File: src/rtl/pkt_reasm.sv
// pkt_reasm: receive-side flit decoder and per-VC packet reassembler.
//
// Each virtual channel has its own framing FSM and payload FIFO. Entries
// carry an end-of-packet flag. The consumer reads the FIFO head of the VC
// selected by rd_vc_i.
//
// Build option: define RAVENOC_PKT_LEN_CHECK_EN to enable the head-flit
// pkt_sz field, the per-VC remaining counter and len_err_o. When it is
// undefined, framing uses only the flit type: every packet is HEAD..TAIL,
// and len_err_o stays 0.
//
// Ports (top):
//   clk_noc, arst_noc      clock, asynchronous active-low reset
//   flit_valid_i/_data_i/_vc_i, flit_ready_o   flit input handshake
//   rd_vc_i, rd_ready_i    VC select and pop request
//   rd_valid_o/_data_o/_last_o                 head entry of the selected VC
//   pkt_avail_o            per-VC complete-packet count, VC0 in the low bits
//   seq_err_o, len_err_o   one-cycle error pulses
//   err_vc_o               VC of the latest error, held between errors

// Per-VC slice: framing FSM, payload FIFO and complete-packet counter.
//   acc      flit accepted for this VC (valid & ready & VC match)
//   ftype    flit type; payload is the flit payload
//   pop      consumer pops this VC (ignored when empty)
//   ready    this VC can take the flit currently presented
//   seq_e / len_e   the presented flit is a framing or length error
module pkt_reasm_vc #(
  parameter int DataW    = 32,
  parameter int Depth    = 4,
  parameter int PktWidth = 8,
  parameter int PktSzLsb = 16,
  localparam int CntW    = $clog2(Depth + 1)
) (
  input  logic             clk,
  input  logic             rst_n,
  input  logic             acc,
  input  logic [1:0]       ftype,
  input  logic [DataW-1:0] payload,
  input  logic             pop,
  output logic             ready,
  output logic             seq_e,
  output logic             len_e,
  output logic             rd_valid,
  output logic [DataW-1:0] rd_data,
  output logic             rd_last,
  output logic [CntW-1:0]  pkt_cnt
);
  localparam int AW = $clog2(Depth);
  localparam logic [1:0] HEAD = 2'b00, BODY = 2'b01, TAIL = 2'b10;

  if (PktSzLsb + PktWidth > DataW) begin : g_bad_pkt_sz
    $error("pkt_sz field does not fit in the payload");
  end
  if ((Depth < 2) || ((1 << AW) != Depth)) begin : g_bad_depth
    $error("FIFO depth must be a power of 2, at least 2");
  end

  typedef struct packed {
    logic             last;
    logic [DataW-1:0] data;
  } entry_t;

  typedef enum logic {IDLE, IN_PKT} state_t;

  state_t       state;
  entry_t       mem [Depth];
  logic [AW:0]  wptr, rptr;
  logic         full, empty, wr_type, wr_last, wr, rd_pop, dec;

`ifdef RAVENOC_PKT_LEN_CHECK_EN
  logic [PktWidth-1:0] remaining, pkt_sz;
  assign pkt_sz = payload[PktSzLsb +: PktWidth];
`endif

  // Extra pointer MSB tells full from empty when the low bits match.
  assign empty = (wptr == rptr);
  assign full  = (wptr[AW] != rptr[AW]) && (wptr[AW-1:0] == rptr[AW-1:0]);

  // Classify the presented flit against the current framing state.
  always_comb begin
    wr_type = 1'b0;
    wr_last = 1'b0;
    seq_e   = 1'b0;
    len_e   = 1'b0;
    case (state)
      IDLE: begin
        if (ftype == HEAD) begin
          wr_type = 1'b1;
`ifdef RAVENOC_PKT_LEN_CHECK_EN
          wr_last = (pkt_sz == '0);
`endif
        end else begin
          seq_e = 1'b1;
        end
      end
      default: begin
        if (ftype == BODY) begin
          wr_type = 1'b1;
`ifdef RAVENOC_PKT_LEN_CHECK_EN
          len_e   = (remaining <= PktWidth'(1));
`endif
        end else if (ftype == TAIL) begin
          wr_type = 1'b1;
          wr_last = 1'b1;
`ifdef RAVENOC_PKT_LEN_CHECK_EN
          len_e   = (remaining != PktWidth'(1));
`endif
        end else begin
          seq_e = 1'b1;
        end
      end
    endcase
  end

  // Dropped flits are always taken; ready never looks at a same-cycle pop.
  assign ready  = ~wr_type | ~full;
  assign wr     = acc & wr_type;
  assign rd_pop = pop & ~empty;
  assign dec    = rd_pop & mem[rptr[AW-1:0]].last;

  always_ff @(posedge clk or negedge rst_n) begin
    if (!rst_n) begin
      state <= IDLE;
`ifdef RAVENOC_PKT_LEN_CHECK_EN
      remaining <= '0;
`endif
    end else if (acc) begin
      case (state)
        IDLE: begin
          if (ftype == HEAD) begin
`ifdef RAVENOC_PKT_LEN_CHECK_EN
            if (pkt_sz != '0) begin
              state     <= IN_PKT;
              remaining <= pkt_sz;
            end
`else
            state <= IN_PKT;
`endif
          end
        end
        default: begin
          if (ftype == BODY) begin
`ifdef RAVENOC_PKT_LEN_CHECK_EN
            if (remaining != '0) remaining <= remaining - PktWidth'(1);
`endif
          end else if (ftype == TAIL) begin
            state <= IDLE;
          end
        end
      endcase
    end
  end

  always_ff @(posedge clk or negedge rst_n) begin
    if (!rst_n) begin
      wptr    <= '0;
      rptr    <= '0;
      pkt_cnt <= '0;
    end else begin
      if (wr)     wptr <= wptr + (AW+1)'(1);
      if (rd_pop) rptr <= rptr + (AW+1)'(1);
      case ({wr & wr_last, dec})
        2'b10:   pkt_cnt <= pkt_cnt + CntW'(1);
        2'b01:   pkt_cnt <= pkt_cnt - CntW'(1);
        default: ;
      endcase
    end
  end

  // Storage needs no reset: reads are gated by empty.
  always_ff @(posedge clk) begin
    if (wr) mem[wptr[AW-1:0]] <= '{last: wr_last, data: payload};
  end

  assign rd_valid = ~empty;
  assign rd_data  = empty ? '0 : mem[rptr[AW-1:0]].data;
  assign rd_last  = ~empty & mem[rptr[AW-1:0]].last;
endmodule

module pkt_reasm #(
  parameter int FlitWidth     = 34,
  parameter int FlitDataWidth = 32,
  parameter int NumVC         = 3,
  parameter int FifoDepth     = 4,
  parameter int PktWidth      = 8,
  parameter int PktSzLsb      = 16,
  localparam int VcW          = $clog2(NumVC),
  localparam int CntW         = $clog2(FifoDepth + 1)
) (
  input  logic                     clk_noc,
  input  logic                     arst_noc,
  input  logic                     flit_valid_i,
  input  logic [FlitWidth-1:0]     flit_data_i,
  input  logic [VcW-1:0]           flit_vc_i,
  output logic                     flit_ready_o,
  input  logic [VcW-1:0]           rd_vc_i,
  input  logic                     rd_ready_i,
  output logic                     rd_valid_o,
  output logic [FlitDataWidth-1:0] rd_data_o,
  output logic                     rd_last_o,
  output logic [NumVC*CntW-1:0]    pkt_avail_o,
  output logic                     seq_err_o,
  output logic                     len_err_o,
  output logic [VcW-1:0]           err_vc_o
);
  logic [1:0]                            ftype;
  logic [NumVC-1:0]                      acc, pop, rdy, seq_e, len_e, vld, last;
  logic [NumVC-1:0][FlitDataWidth-1:0]   data;
  logic [NumVC-1:0][CntW-1:0]            cnt;

  assign ftype = flit_data_i[FlitWidth-1 -: 2];

  for (genvar v = 0; v < NumVC; v++) begin : g_vc
    assign acc[v] = flit_valid_i & flit_ready_o & (flit_vc_i == VcW'(v));
    assign pop[v] = rd_ready_i & (rd_vc_i == VcW'(v));

    pkt_reasm_vc #(
      .DataW(FlitDataWidth), .Depth(FifoDepth),
      .PktWidth(PktWidth), .PktSzLsb(PktSzLsb)
    ) u_vc (
      .clk(clk_noc), .rst_n(arst_noc),
      .acc(acc[v]), .ftype(ftype), .payload(flit_data_i[FlitDataWidth-1:0]),
      .pop(pop[v]), .ready(rdy[v]), .seq_e(seq_e[v]), .len_e(len_e[v]),
      .rd_valid(vld[v]), .rd_data(data[v]), .rd_last(last[v]),
      .pkt_cnt(cnt[v])
    );
  end

  assign pkt_avail_o = cnt;

  // VC select muxes; an out-of-range VC takes (and drops) flits and reads empty.
  always_comb begin
    flit_ready_o = 1'b1;
    rd_valid_o   = 1'b0;
    rd_data_o    = '0;
    rd_last_o    = 1'b0;
    for (int v = 0; v < NumVC; v++) begin
      if (flit_vc_i == VcW'(v)) flit_ready_o = rdy[v];
      if (rd_vc_i == VcW'(v)) begin
        rd_valid_o = vld[v];
        rd_data_o  = data[v];
        rd_last_o  = last[v];
      end
    end
  end

  // Only one flit per cycle, so at most one VC flags an error.
  always_ff @(posedge clk_noc or negedge arst_noc) begin
    if (!arst_noc) begin
      seq_err_o <= 1'b0;
      len_err_o <= 1'b0;
      err_vc_o  <= '0;
    end else begin
      seq_err_o <= |(acc & seq_e);
      len_err_o <= |(acc & len_e);
      if (|(acc & (seq_e | len_e))) err_vc_o <= flit_vc_i;
    end
  end
endmodule

File: config.mk
export PLATFORM = sky130hd
export DESIGN_NAME = pkt_reasm
export DESIGN_NICKNAME = d
export VERILOG_FILES = /design/src/rtl/pkt_reasm.sv
export SDC_FILE = /design/constraint.sdc
export NUM_CORES = 1
export LEC_CHECK = 0
export ABC_AREA = 1
export CAP_MARGIN = 20
export CORE_ASPECT_RATIO = 0.9
export CORE_MARGIN = 2
export CORE_UTILIZATION = 29
export DETAILED_ROUTE_END_ITERATION = 10
export GPL_ROUTABILITY_DRIVEN = 0
export GPL_TIMING_DRIVEN = 0
export HOLD_SLACK_MARGIN = 0.02
export PLACE_DENSITY = 0.49
export SLEW_MARGIN = 40
export SYNTH_ARGS = -nofsm -noshare
export SYNTH_HDL_FRONTEND = slang
export SYNTH_SLANG_ARGS = --single-unit
File: constraint.sdc
create_clock -name clk_noc -period 3.79 [get_ports clk_noc]
set_clock_uncertainty 0.1 [all_clocks]
set_input_delay 1.137 -clock clk_noc [delete_from_list [all_inputs] [get_ports clk_noc]]
set_output_delay 1.137 -clock clk_noc [all_outputs]
set_load 0.01 [all_outputs]
======== Yosys cells after proc, flatten, opt, wreduce, memory -nomap -nowiden ========
Memory sizes are Yosys's and may differ from the RTL's.
Cells that the tools add are included.
operators by class
  add/sub/neg operators ................... 12
  equality and inequality tests ........... 21
  muxes and demuxes ....................... 44
  bitwise logic cells ..................... 35
  reduce and logical (&&, ||, !) cells .... 10
operator list
  kind                 number
  $mux 32              6
  $mux 1               35
  $add 3x1->3 const B  9
  $and 1x1->1          22
  $pmux 3 s2           3
  $eq 2x1->1 const B   6
  $eq 2x2->1 const B   6
  $eq 3x3->1           3
  $not 1->1            9
  $sub 3x1->3 const B  3
  $eq 2x2->1           3
  $logic_not 2->1      3
  $reduce_bool 2->1    3
  $and 3x3->3          1
  $logic_and 1x1->1    3
  $ne 1x1->1           3
  $or 1x1->1           3
  $reduce_or 3->1      1
storage, ports and cells
  register bits after elaboration ......... 33
  RAM bits ................................ 396
  bits of input ports ..................... 42
  memories ................................ 3
memory list
  name              words  bits a word  read ports  clocked after Yosys merged registers in  write ports  RTL line  text
  g_vc[0].u_vc.mem  4      33           1           0                                        1            66        entry_t mem [Depth];
  g_vc[1].u_vc.mem  4      33           1           0                                        1            66
  g_vc[2].u_vc.mem  4      33           1           0                                        1            66

======== Longest topological paths before layout ========
Gate-level depths: netlist (run 1).
  word-level depth ........................ 15
  gate-level depth with buffers ........... 19
  mapped depth without buffers ............ 19

======== Cells and area by module ========
From an unflattened synthesis (run 1), not the netlist that was laid out.
second synthesis, totals
  cell total of the unflattened synthesis .. 1618
  area, all modules ....................... 18446.4 sq um
modules (own cells, without submodules)
  module                       times used  cells an instance  area each (sq um)  seq. area each (sq um)
  pkt_reasm_vc (g_vc[2].u_vc)  1           477                5868.1             4214.0
  pkt_reasm_vc (g_vc[0].u_vc)  1           471                5854.4             4214.0
  pkt_reasm_vc (g_vc[1].u_vc)  1           475                5806.8             4214.0
  pkt_reasm                    1           195                917.1              100.1

======== Worst setup path before layout (run 1) ========
OpenSTA, ideal clock, no wires.
  path kind ............................... input-to-reg
  from .................................... input flit_data_i[32]
  to ...................................... memory g_vc[1].u_vc.mem[0][0] (netlist name) (enable)
  setup time .............................. 0.423 ns
  arrival ................................. 3.841 ns
  required time ........................... 3.267 ns
  path slack .............................. -0.574 ns
  stages .................................. 13
  path buffers ............................ 0
  cell sequence ........................... inv_1 > ha_1 > inv_1 > nand2_1 > o21ai_0 > nor2_1 > nand2_1 > nand2_2 > nor2_4 > nand2_4 > nor2_4 > inv_2 > nor2_1
on the way
  word-level cells in the longest chain between the ends .. 14
ends and longest elaborated chain
  element                           RTL line  text
  start, declared                   193       input logic [FlitWidth-1:0] flit_data_i,
  $eq 2x2->1                        102       end else if (ftype == TAIL) begin
  $mux 1                            102
  $mux 1                            97        if (ftype == BODY) begin
  $mux 1                            85        case (state)
  $not 1->1                         116       assign ready = ~wr_type | ~full;
  $or 1x1->1                        116
  $mux 1 (2 in series)              238       if (flit_vc_i == VcW'(v)) flit_ready_o = rdy[v];
  $mux 1 (*)                        238
  named net flit_ready_o            195       output logic flit_ready_o,
  $and 1x1->1 (*) (2 in series)     214       assign acc[v] = flit_valid_i & flit_ready_o & (flit_vc_i == VcW'(v));
  $and 1x1->1 (*)                   117       assign wr = acc & wr_type;
  $mux 1 (*)                        172       if (wr) mem[wptr[AW-1:0]] <= '{last: wr_last, data: payload};
  $mux 1 (implied by the code) (*)  172
  end, declared                     66
The timed path passes the listed nets; every way through them passes the cells marked *.

======== Final worst setup path (run 1) ========
  from .................................... register g_vc[2].u_vc.rptr[1]
  to ...................................... output rd_data_o[17]
on the way
  word-level cells in the longest chain between the ends .. 3
ends and longest elaborated chain
  element                                     RTL line  text
  start, declared                             67        logic [AW:0] wptr, rptr;
  start signal, assigned                      161       if (rd_pop) rptr <= rptr + (AW+1)'(1);
  $mem_v2 4x33 or $eq 3x3->1 (tied branches)  n/a
  $mux 32 (*)                                 176       assign rd_data = empty ? '0 : mem[rptr[AW-1:0]].data;
  $mux 32 (*)                                 239       if (rd_vc_i == VcW'(v)) begin
  end, declared                               199       output logic [FlitDataWidth-1:0] rd_data_o,
Every way passes the cells marked *; elsewhere a longest branch is shown, timed or not.

==> results of run 1 <==
## power groups by stage
stage          Sequential (W)  Clock [W]  Combinational (W)
2_1_floorplan         0.00574          0            0.00264
3_3_place_gp          0.00580          0            0.00470
3_5_place_dp          0.00580          0            0.00483
4_1_cts               0.00568    0.00423            0.00517
5_1_grt               0.00571    0.00439            0.00597
6_report              0.00568    0.00413            0.00542
## worst min path at each step
| stage | startpoint | slack [ns] | end | depth (start not counted) |
|---|---|---|---|---|
| final | g_vc[2].u_vc.pkt_cnt[2] | 0.36 | g_vc[2].u_vc.pkt_cnt[2] | 1 |
| after global routing | g_vc[0].u_vc.pkt_cnt[2] | 0.40 | g_vc[0].u_vc.pkt_cnt[2] | 1 |
| after CTS | g_vc[2].u_vc.pkt_cnt[2] | 0.38 | g_vc[2].u_vc.pkt_cnt[2] | 1 |
| after detailed placement | g_vc[2].u_vc.pkt_cnt[2] | 0.37 | g_vc[2].u_vc.pkt_cnt[2] | 1 |
| after global placement | g_vc[1].u_vc.pkt_cnt[2] | 0.36 | g_vc[1].u_vc.pkt_cnt[2] | 1 |
| after floorplan | g_vc[1].u_vc.rptr[2] | 0.36 | g_vc[1].u_vc.rptr[2] | 1 |
## routing by layer
metal | share of wire | GRT usage | up-vias
li1 | - | - | 5307
met1 | 0.46 | 0.2199 | 5625
met2 | 0.47 | 0.2530 | 277
met3 | 0.052 | 0.02498 | 73
met4 | 0.023 | 0.05010 | 0
met5 | 0 | 0 | -
## registers in the layout, indices dropped and copies added (netlist names), named ones only
name / flops
g_vc.u_vc.mem: 396
err_vc_o: 2
g_vc.u_vc.pkt_cnt: 9
seq_err_o: 1
g_vc.u_vc.rptr: 9
g_vc.u_vc.wptr: 9
## kinds of logic after synthesis
logic type                 Yosys count  synth area share
other                                1         0.0002174
adders and majority gates           23           0.01799
buffers and inverters              127           0.02902
DFF                                429            0.7373
and+or+nand+nor                    449            0.1056
xor gates and xnor gates            17          0.008633
AOI/OAI and AO/OA                  317           0.09989
muxes                                2          0.001306
## worst max-delay path: stages, from the launching register on
cell and delay (ns):
dfrtp_2 0.44, buf_6 0.13, nand2_1 0.06, nand4_1 0.16, or2_1 0.27, nand2_2 0.09, inv_4 0.05, buf_12 0.13
buf_6 0.13, buf_8 0.14, nand2_2 0.09, nand3_4 0.08, buf_6 0.13
## cell type report
| class | instances | area, um2 |
|---|---|---|
| flip-flops and latches | 429 | 12730 |
| inverters | 57 | 224.0 |
| fillers | 5609 | 36670 |
| multi-input cells | 809 | 4519 |
| well taps | 774 | 968.4 |
| clock buffers | 64 | 1250 |
| repair buffers | 140 | 1743 |
| clock inverters | 23 | 112.6 |
| plain buffers | 69 | 432.9 |
## cells in the final DEF (no fill, tap or decap), drive strengths merged, types with 4 or more instances in the layout
master / instances
xor2: 8
xnor2: 9
a21oi: 11
ha: 20
nand4: 4
o22ai: 96
nand2: 167
inv: 60
dfrtp: 33
clkbuf: 118
buf: 100
nor2: 228
clkinv: 19
edfxtp: 396
nand3: 48
o21ai: 205
clkdlybuf4s50: 49
## timing repair
item,4_1_cts,5_1_grt
buffers inserted,24,1
setup endpoints to repair,49,32
gates resized for setup,261,89
pin swaps,10,4
cloned,3,0
hold buffers,0,0
## through the flow
step | utilization | TNS (ns)
3_5_place_dp | 0.3369 | -190.48
5_1_grt | 0.3747 | -0.3646
2_1_floorplan | - | -12.46
4_1_cts | 0.3695 | 0
6_report | 0.3747 | 0
3_3_place_gp | 0.3262 | -663.75
==> impl_metrics.py, run 1 <==
metrics = {
    "drt": {
        "vias": 11280,
        "drt_iter0_markers": 841,
        "drt_wl_total_um": 48460,
        "dr.pass1.iters": 7,
        "routed_via_density": 4.770,
        "ant_nets": 0,
        "drc": 0,
        "wl_per_cell_um": 20.49,
    },
    "worst_setup_path": {
        "critical_path.startpoint": "g_vc[2].u_vc.rptr[1]",
        "cp-endpoint": "rd_data_o[17]",
        "rr_startpoint": "g_vc[1].u_vc.rptr[1]",
        "required_ns": 2.55,
        "path_class": "reg -> out",
        "reg2reg_depth": 17,
        "path_max_fanout": 5,
        "rrSetupSlack_ns": 0.85,
        "crit_arrival_ns": 2.49,
        "rr_endpoint": "g_vc[1].u_vc.pkt_cnt[2]",
        "crit_path_start_kind": "flip-flop",
        "end_kind": "primary output",
    },
    "die": {
        "die-area_um2": 61440,
        "rows": 84,
        "die-width_um": 261.1,
        "initial_core_util": 0.2941,
        "die_h_um": 235.4,
        "core_area_um2": 58650,
        "io_pins": 90,
    },
    "sta": {
        "worst_pin_slew_ns": 0.7159,
        "setup_viol": 0,
        "fin_crit_sh": 0.9834,
        "hold_ws_ns": 0.3646,
        "timing.slew.headroom": 0.5227,
        "slew_viol_final": 0,
        "max_freq_mhz": 268.3,
        "min_period_ns": 3.727,
        "hold_viol_final": 0,
        "rsz0062_at_grt": "yes",
        "worst_slack_ns": 0.06309,
    },
    "global_routing": {
        "grt_pass1_vias": 11450,
        "grt_max_degree": 18,
        "overflow": 0,
        "antenna_found_initial": 0,
        "grt_usage": 0.1582,
        "grt_pass1_wl_um": 72500,
    },
    "yosys": {
        "ys_warn_count": 0,
        "synth_edf_count": 396,
        "synth_fp_nets": 1430,
        "synth_area_leader_cell": "edfxtp_1",
        "syn_area_per_cell_um2": 12.64,
        "synth_top_cell_area_share": 0.6894,
        "synth_seq_area_share": 0.7373,
        "yosysMostFrequentCell": "edfxtp_1",
        "synthTopCellsByArea": "edfxtp_1 (69%), o21ai_0 (5.9%), nor2_1 (4.9%)",
        "postSynthCellCount": 1365,
        "ys_ff_latch": 429,
        "syn-cell-area_um2": 17250,
        "async_flop_share": 0.07692,
        "ys.flop_type": "edfxtp_1",
        "synth_commonest_cells": "edfxtp_1 (396), nor2_1 (224), o21ai_0 (202)",
        "yosysUniqueCellTypes": 32,
    },
    "power": {
        "internal_power_w": 0.009758,
        "power.density_nw_per_um2": 693.1,
        "power.share.clock": 0.271,
        "p_comb_frac": 0.356,
        "max-vdd-ir-drop_mv": 0.3331,
        "leakage_nw": 7.759,
        "switchingPower_w": 0.005475,
        "pwr-share-seq": 0.373,
        "swShare": 0.3594,
        "total_power_w": 0.01523,
    },
    "cells_and_area": {
        "num_antenna_cells": 0,
        "stdcell_area_um2": 21980,
        "layout.cells.non_filler": 2365,
        "drive_above_1_share": 0.1886,
        "nNetsFinal": 1618,
        "area_growth_pct": 27.42,
    },
    "place": {
        "numPortBuffers": 88,
        "hpwl_um": 32290,
        "dp_cells": 2252,
        "placed_cell_area_um2": 19760,
        "post-place-ws_ns": -0.9432,
    },
    "clocking": {
        "clk_pin_slew_ns": 0.06,
        "cts-buffers-inserted": 47,
        "clockRootBuffer": "clkbuf_16",
        "htree_num_levels": 2,
        "cts_tree": "built",
        "clk_latency_ns": 0.59,
        "cts_sinks": 429,
        "cts_buffer_depth": 3,
    },
    "outcome": {
        "status": "finished clean",
    },
    "flow_run": {
        "cap_violations": 0,
    },
    "worst_hold_path": {
        "min_path_type": "reg -> reg",
    },
}
No activity file was read; power rests on OpenSTA's default activity.
==> run 2, diff against run 1 <==
==> constraint.sdc (replaced) <==
create_clock -name clk_noc -period 4.8 [get_ports clk_noc]
set_clock_uncertainty 0.1 [all_clocks]
set_input_delay 1.44 -clock clk_noc [delete_from_list [all_inputs] [get_ports clk_noc]]
set_output_delay 1.44 -clock clk_noc [all_outputs]
set_load 0.01 [all_outputs]
==> run 2 against run 1 <==
  * Clock power down 18%
  * Count of clock-buffer cells in the layout up 3
  * Utilization down 1.3 points
  * Critical path depth down 2
  * First-iteration DRC count down 1.9%
  * Largest power group unchanged
==> impl_metrics.py, run 2 (same netlist as run 1, synthesis figures left out) <==
metrics = {
    "worst_setup_path": {
        "rr_startpoint": "g_vc[0].u_vc.rptr[1]",
        "crit_chain": "clkdlybuf4s50_1 -> inv_1 -> nor2_1 -> nand2_1 -> inv_4 -> buf_4 -> buf_6 -> nand2_1 -> nand3_1 -> dlygate4sd2_1",
        "crit_arrival_ns": 3.14,
        "path_class": "in -> out",
        "crit_path_start_kind": "input pin",
        "rr_endpoint": "g_vc[2].u_vc.mem[0][22]",
        "cpPeakStageDelay_ns": 0.54,
        "crit_path_frequent_cell": "nand2_1",
        "end_kind": "primary output",
        "required_ns": 3.26,
        "rrSetupSlack_ns": 1.68,
        "path_max_fanout": 10,
        "reg2reg_depth": 14,
        "crit_slowest_cell": "clkdlybuf4s50_1",
    },
    "die": {
        "io_pins": 90,
        "die-area_um2": 61440,
        "die_h_um": 235.4,
        "initial_core_util": 0.2941,
        "core_area_um2": 58650,
        "rows": 84,
        "die-width_um": 261.1,
    },
    "flow_run": {
        "cap_violations": 0,
    },
    "global_routing": {
        "antenna_found_initial": 1,
        "grt_max_degree": 20,
        "grt_pass1_wl_um": 70270,
        "grt_pass1_vias": 11110,
        "overflow": 0,
        "grt_usage": 0.1534,
    },
    "cells_and_area": {
        "largest_reg_flops": 396,
        "num_antenna_cells": 0,
        "area_growth_pct": 23.08,
        "drive_above_1_share": 0.09475,
        "mostFrequentLayoutCells": "edfxtp_1 (396), nor2_1 (211), o21ai_0 (200)",
        "layout_commonest_cell": "edfxtp_1",
        "nNetsFinal": 1597,
    },
    "place": {
        "hpwl_um": 32380,
        "numPortBuffers": 88,
        "post-place-ws_ns": -0.5974,
    },
    "outcome": {
        "status": "finished clean",
    },
    "clocking": {
        "cts_tree": "built",
        "htree_num_levels": 2,
        "ctsHoldBuffers": 0,
        "cts-buffers-inserted": 47,
        "cts_sinks": 429,
        "cts_buffer_depth": 3,
        "clockRootBuffer": "clkbuf_16",
        "clk_pin_slew_ns": 0.06,
        "clk_latency_ns": 0.57,
    },
    "worst_hold_path": {
        "min_to": "g_vc[1].u_vc.pkt_cnt[2]",
        "min_path_type": "reg -> reg",
        "holdCritStartpoint": "g_vc[1].u_vc.pkt_cnt[2]",
        "hold_depth": 1,
    },
    "power": {
        "total_power_w": 0.01159,
        "power.density_nw_per_um2": 546.2,
        "max-vdd-ir-drop_mv": 0.2433,
        "leakage_nw": 7.343,
    },
    "drt": {
        "wl_per_cell_um": 20.26,
        "drt_iter0_markers": 825,
        "ant_nets": 0,
        "drc": 0,
        "vias": 11140,
        "routed_via_density": 4.767,
        "drt_wl_total_um": 47330,
        "dr.pass1.iters": 5,
    },
    "sta": {
        "timing.slew.headroom": 0.4431,
        "worst_slack_ns": 0.1180,
        "fin_crit_sh": 0.9754,
        "setup_viol": 0,
        "rsz0062_at_grt": "no",
        "hold_viol_final": 0,
        "worst_pin_slew_ns": 0.8354,
        "min_period_ns": 4.682,
        "final.setup.tns_ns": 0,
        "max_freq_mhz": 213.6,
        "slew_viol_final": 0,
        "hold_ws_ns": 0.3703,
    },
}
run 2: changes by cell type in the layout (fill, tap and decap cells not counted), sizes merged, moves of 3 or more:
cell / before / now
clkdlybuf4s50: 49 / 52
dlygate4sd2: 3 / 32
inv: 60 / 57
buf: 100 / 49
clkinv: 19 / 9
bufinv: 0 / 3
run 2: power by group:
group | internal [W] | leakage (nW) | total, W | switching, W
Sequential | 0.00430 | 3.97 | 0.00451 | 0.000205
Clock | 0.00199 | 0.688 | 0.00340 | 0.00141
Combinational | 0.00124 | 2.69 | 0.00369 | 0.00245
run 2: worst max path at each step:
| stage | endpoint | slack, ns | depth (start not counted) | startpoint |
|---|---|---|---|---|
| 6_report | rd_data_o[1] | 0.12 | 10 | rd_vc_i[0] |
| 5_1_grt | flit_ready_o | 0.003 | 11 | flit_data_i[32] |
| 4_1_cts | rd_data_o[31] | 0.02 | 8 | rd_vc_i[0] |
| 3_5_place_dp | rd_data_o[12] | -0.60 | 8 | rd_vc_i[0] |
| 3_3_place_gp | g_vc[2].u_vc.mem[3][11] | -2.16 | 14 | flit_data_i[33] |
| 2_1_floorplan | g_vc[1].u_vc.mem[0][0] | 0.13 | 13 | flit_data_i[32] |
run 2: final cells by class:
cell class,count,area (um2)
inverters,57,224.0
multi-input cells,809,4131
fillers,5684,37420
clock inverters,12,136.4
repair buffers,118,1408
clock buffers,67,1271
well taps,774,968.4
flip-flops and latches,429,12720
plain buffers,70,371.6
run 2: timing repair:
action                     CTS  global route
setup endpoints to repair   33             3
gates resized for setup     65             8
pin swaps                    1             0
buffers inserted             4             0
run 2: through the flow:
step,cell area [um2],std cells,util
6_report,21230,2336,0.3620
5_1_grt,21230,2336,0.3620
4_1_cts,21200,2335,0.3616
3_5_place_dp,19710,2252,0.3360
3_3_place_gp,19100,2227,0.3256
2_1_floorplan,17250,1365,-
run 2: worst max-delay path: cells and delay by family:
family / cells / cell delay (ns)
AND/OR/NAND/NOR: 4 / 0.41
buffers and inverters: 6 / 1.28
run 2: metal layers:
layer	part of all wire	up-vias	track usage	wire length [um]
met5	0.00027	-	0	13
met4	0.026	2	0.04873	1207
met3	0.050	75	0.02864	2377
met2	0.48	245	0.2497	22520
met1	0.45	5568	0.2067	21220
li1	-	5245	-	-
==> run 3, diff against run 2 <==
--- a/config.mk
+++ b/config.mk
@@ -8,7 +8,7 @@
 export ABC_AREA = 1
 export CAP_MARGIN = 20
 export CORE_ASPECT_RATIO = 0.9
-export CORE_MARGIN = 2
+export CORE_MARGIN = 5
 export CORE_UTILIZATION = 29
 export DETAILED_ROUTE_END_ITERATION = 10
 export GPL_ROUTABILITY_DRIVEN = 0
==> run 3 against run 2 <==
  * Clock power rose by 4%
  * Worst setup slack better by 0.00062 ns
  * Sequential power about the same
  * Utilization is 0.18 points higher
  * Maximum frequency about the same
  * Final area is 0.51% higher
  * Flip-flop and latch count is the same
  * Critical path type unchanged
  * Critical endpoint is now rd_data_o[19]
  * Largest cell class unchanged
==> impl_metrics.py, run 3 (same netlist as run 1, synthesis figures left out) <==
metrics = {
    "clocking": {
        "cts-buffers-inserted": 47,
        "cts_tree": "built",
        "clk_latency_ns": 0.57,
        "ctsHoldBuffers": 0,
        "cts_sinks": 429,
        "cts_buffer_depth": 3,
        "clockRootBuffer": "clkbuf_16",
        "htree_num_levels": 2,
        "clk_pin_slew_ns": 0.06,
    },
    "drt": {
        "ant_nets": 0,
        "vias": 11140,
        "top_layer": "met4",
        "drc": 0,
        "dr.pass1.iters": 5,
        "wl_met3_um": 2277,
        "drt_iter0_markers": 715,
        "met1_length_um": 22030,
        "wl_met2_um": 22730,
        "wl_per_cell_um": 20.51,
        "drt_wl_total_um": 48040,
        "routed_via_density": 4.756,
    },
    "worst_setup_path": {
        "critical_path.startpoint": "rd_vc_i[1]",
        "crit_family": "buffers and inverters",
        "crit_buf_inv": 6,
        "crit_arrival_ns": 3.14,
        "crit_path_frequent_cell": "nand2_1",
        "path_max_fanout": 10,
        "crit_path_start_kind": "input pin",
        "crit_slowest_cell": "clkdlybuf4s50_1",
        "path_class": "in -> out",
        "end_kind": "primary output",
        "required_ns": 3.26,
        "crit_chain": "clkdlybuf4s50_1 -> inv_1 -> nor2_1 -> nand2_1 -> inv_4 -> buf_4 -> buf_6 -> nand2_1 -> nand3_1 -> dlygate4sd2_1",
        "cpPeakStageDelay_ns": 0.51,
        "rr_startpoint": "g_vc[0].u_vc.rptr[1]",
    },
    "sta": {
        "hold_viol_final": 0,
        "rsz0062_at_grt": "no",
        "slew_viol_final": 0,
        "timing.slew.headroom": 0.4625,
        "max_freq_mhz": 213.6,
        "worst_pin_slew_ns": 0.8062,
        "fin_crit_sh": 0.9753,
        "setup_viol": 0,
        "final.setup.tns_ns": 0,
        "min_period_ns": 4.681,
    },
    "global_routing": {
        "antenna_found_initial": 0,
        "grt_pass1_vias": 11240,
        "grt_max_degree": 20,
        "grt_usage": 0.1473,
        "overflow": 0,
        "grt_pass1_wl_um": 72110,
    },
    "cells_and_area": {
        "layout_commonest_cell": "edfxtp_1",
        "largest_reg_flops": 396,
        "drive_above_1_share": 0.1040,
        "fillers": 5746,
        "nNetsFinal": 1596,
        "mostFrequentLayoutCells": "edfxtp_1 (396), nor2_1 (211), o21ai_0 (201)",
        "utilization": 0.3638,
        "area_growth_pct": 23.70,
    },
    "power": {
        "leakage_nw": 7.410,
        "internal_power_w": 0.007602,
        "swShare": 0.3526,
        "power.share.clock": 0.301,
        "switchingPower_w": 0.004140,
        "p_comb_frac": 0.316,
        "max-vdd-ir-drop_mv": 0.2404,
        "pwr-share-seq": 0.384,
        "power.density_nw_per_um2": 550.4,
    },
    "flow_run": {
        "cap_violations": 0,
    },
    "die": {
        "die_h_um": 241.4,
        "io_pins": 90,
        "core_area_um2": 58650,
        "rows": 84,
        "initial_core_util": 0.2941,
        "die-width_um": 267.1,
        "die-area_um2": 64460,
    },
    "place": {
        "hpwl_um": 32880,
        "numPortBuffers": 88,
    },
    "outcome": {
        "status": "finished clean",
    },
    "worst_hold_path": {
        "holdCritStartpoint": "g_vc[2].u_vc.pkt_cnt[2]",
        "min_path_type": "reg -> reg",
    },
}
[run 3: through the flow]
step | area (um2) | worst slack, ns | total power, W | std cells | hold slack [ns]
after global placement | 19100 | -2.236 | 0.008271 | 2227 | 0.3662
after global routing | 21330 | 0.001184 | 0.01244 | 2342 | 0.3967
after detailed placement | 19750 | -0.4985 | 0.008404 | 2252 | 0.3694
final | 21340 | 0.1186 | 0.01174 | 2343 | 0.3687
after CTS | 21310 | 0.004330 | 0.01190 | 2341 | 0.3783
after floorplan | 17250 | 0.1333 | 0.006604 | 1365 | 0.3595
[run 3: path summary, 6_finish.rpt]
check	end	slack (ns)	cells after the start
max	rd_data_o[19]	0.12	10
min	g_vc[2].u_vc.pkt_cnt[2]	0.37	1
max reg2reg	g_vc[2].u_vc.mem[1][15]	1.63	14
min reg2reg	g_vc[2].u_vc.pkt_cnt[2]	0.37	1
max in group asynchronous	g_vc[1].u_vc.rptr[2]	3.44	2
min in group asynchronous	g_vc[2].u_vc.wptr[1]	0.71	1
[run 3: layer usage]
layer  vias to the layer above  global-route usage
met5                         -                   0
met3                        69             0.02671
met4                         0             0.03616
met1                      5570              0.2042
met2                       245              0.2427
li1                       5259                   -
[run 3: power groups by stage]
stage / sequential (W) / combinational [W] / clock, W
3_3_place_gp: 0.00459 / 0.00368 / 0
3_5_place_dp: 0.00458 / 0.00382 / 0
2_1_floorplan: 0.00453 / 0.00207 / 0
6_report: 0.00450 / 0.00371 / 0.00353
5_1_grt: 0.00453 / 0.00413 / 0.00378
4_1_cts: 0.00451 / 0.00377 / 0.00362
[run 3: final cells by class]
type                       count  area, um2  area share
sequential                   429      12720      0.5961
multi-input combinational    809       4131      0.1936
timing repair buffer         118       1448     0.06785
clock buffer                  54       1202     0.05636
tap                          774      968.4     0.04539
buffer                        69      351.6     0.01648
clock inverter                32      292.8     0.01372
inverter                      57      221.5     0.01038
antenna                        1      2.502   0.0001173
[run 3: repair_timing]
item	4_1_cts	5_1_grt
resized for setup	60	10
buffers inserted	3	2
setup endpoints to repair	31	10
pin swaps	1	0
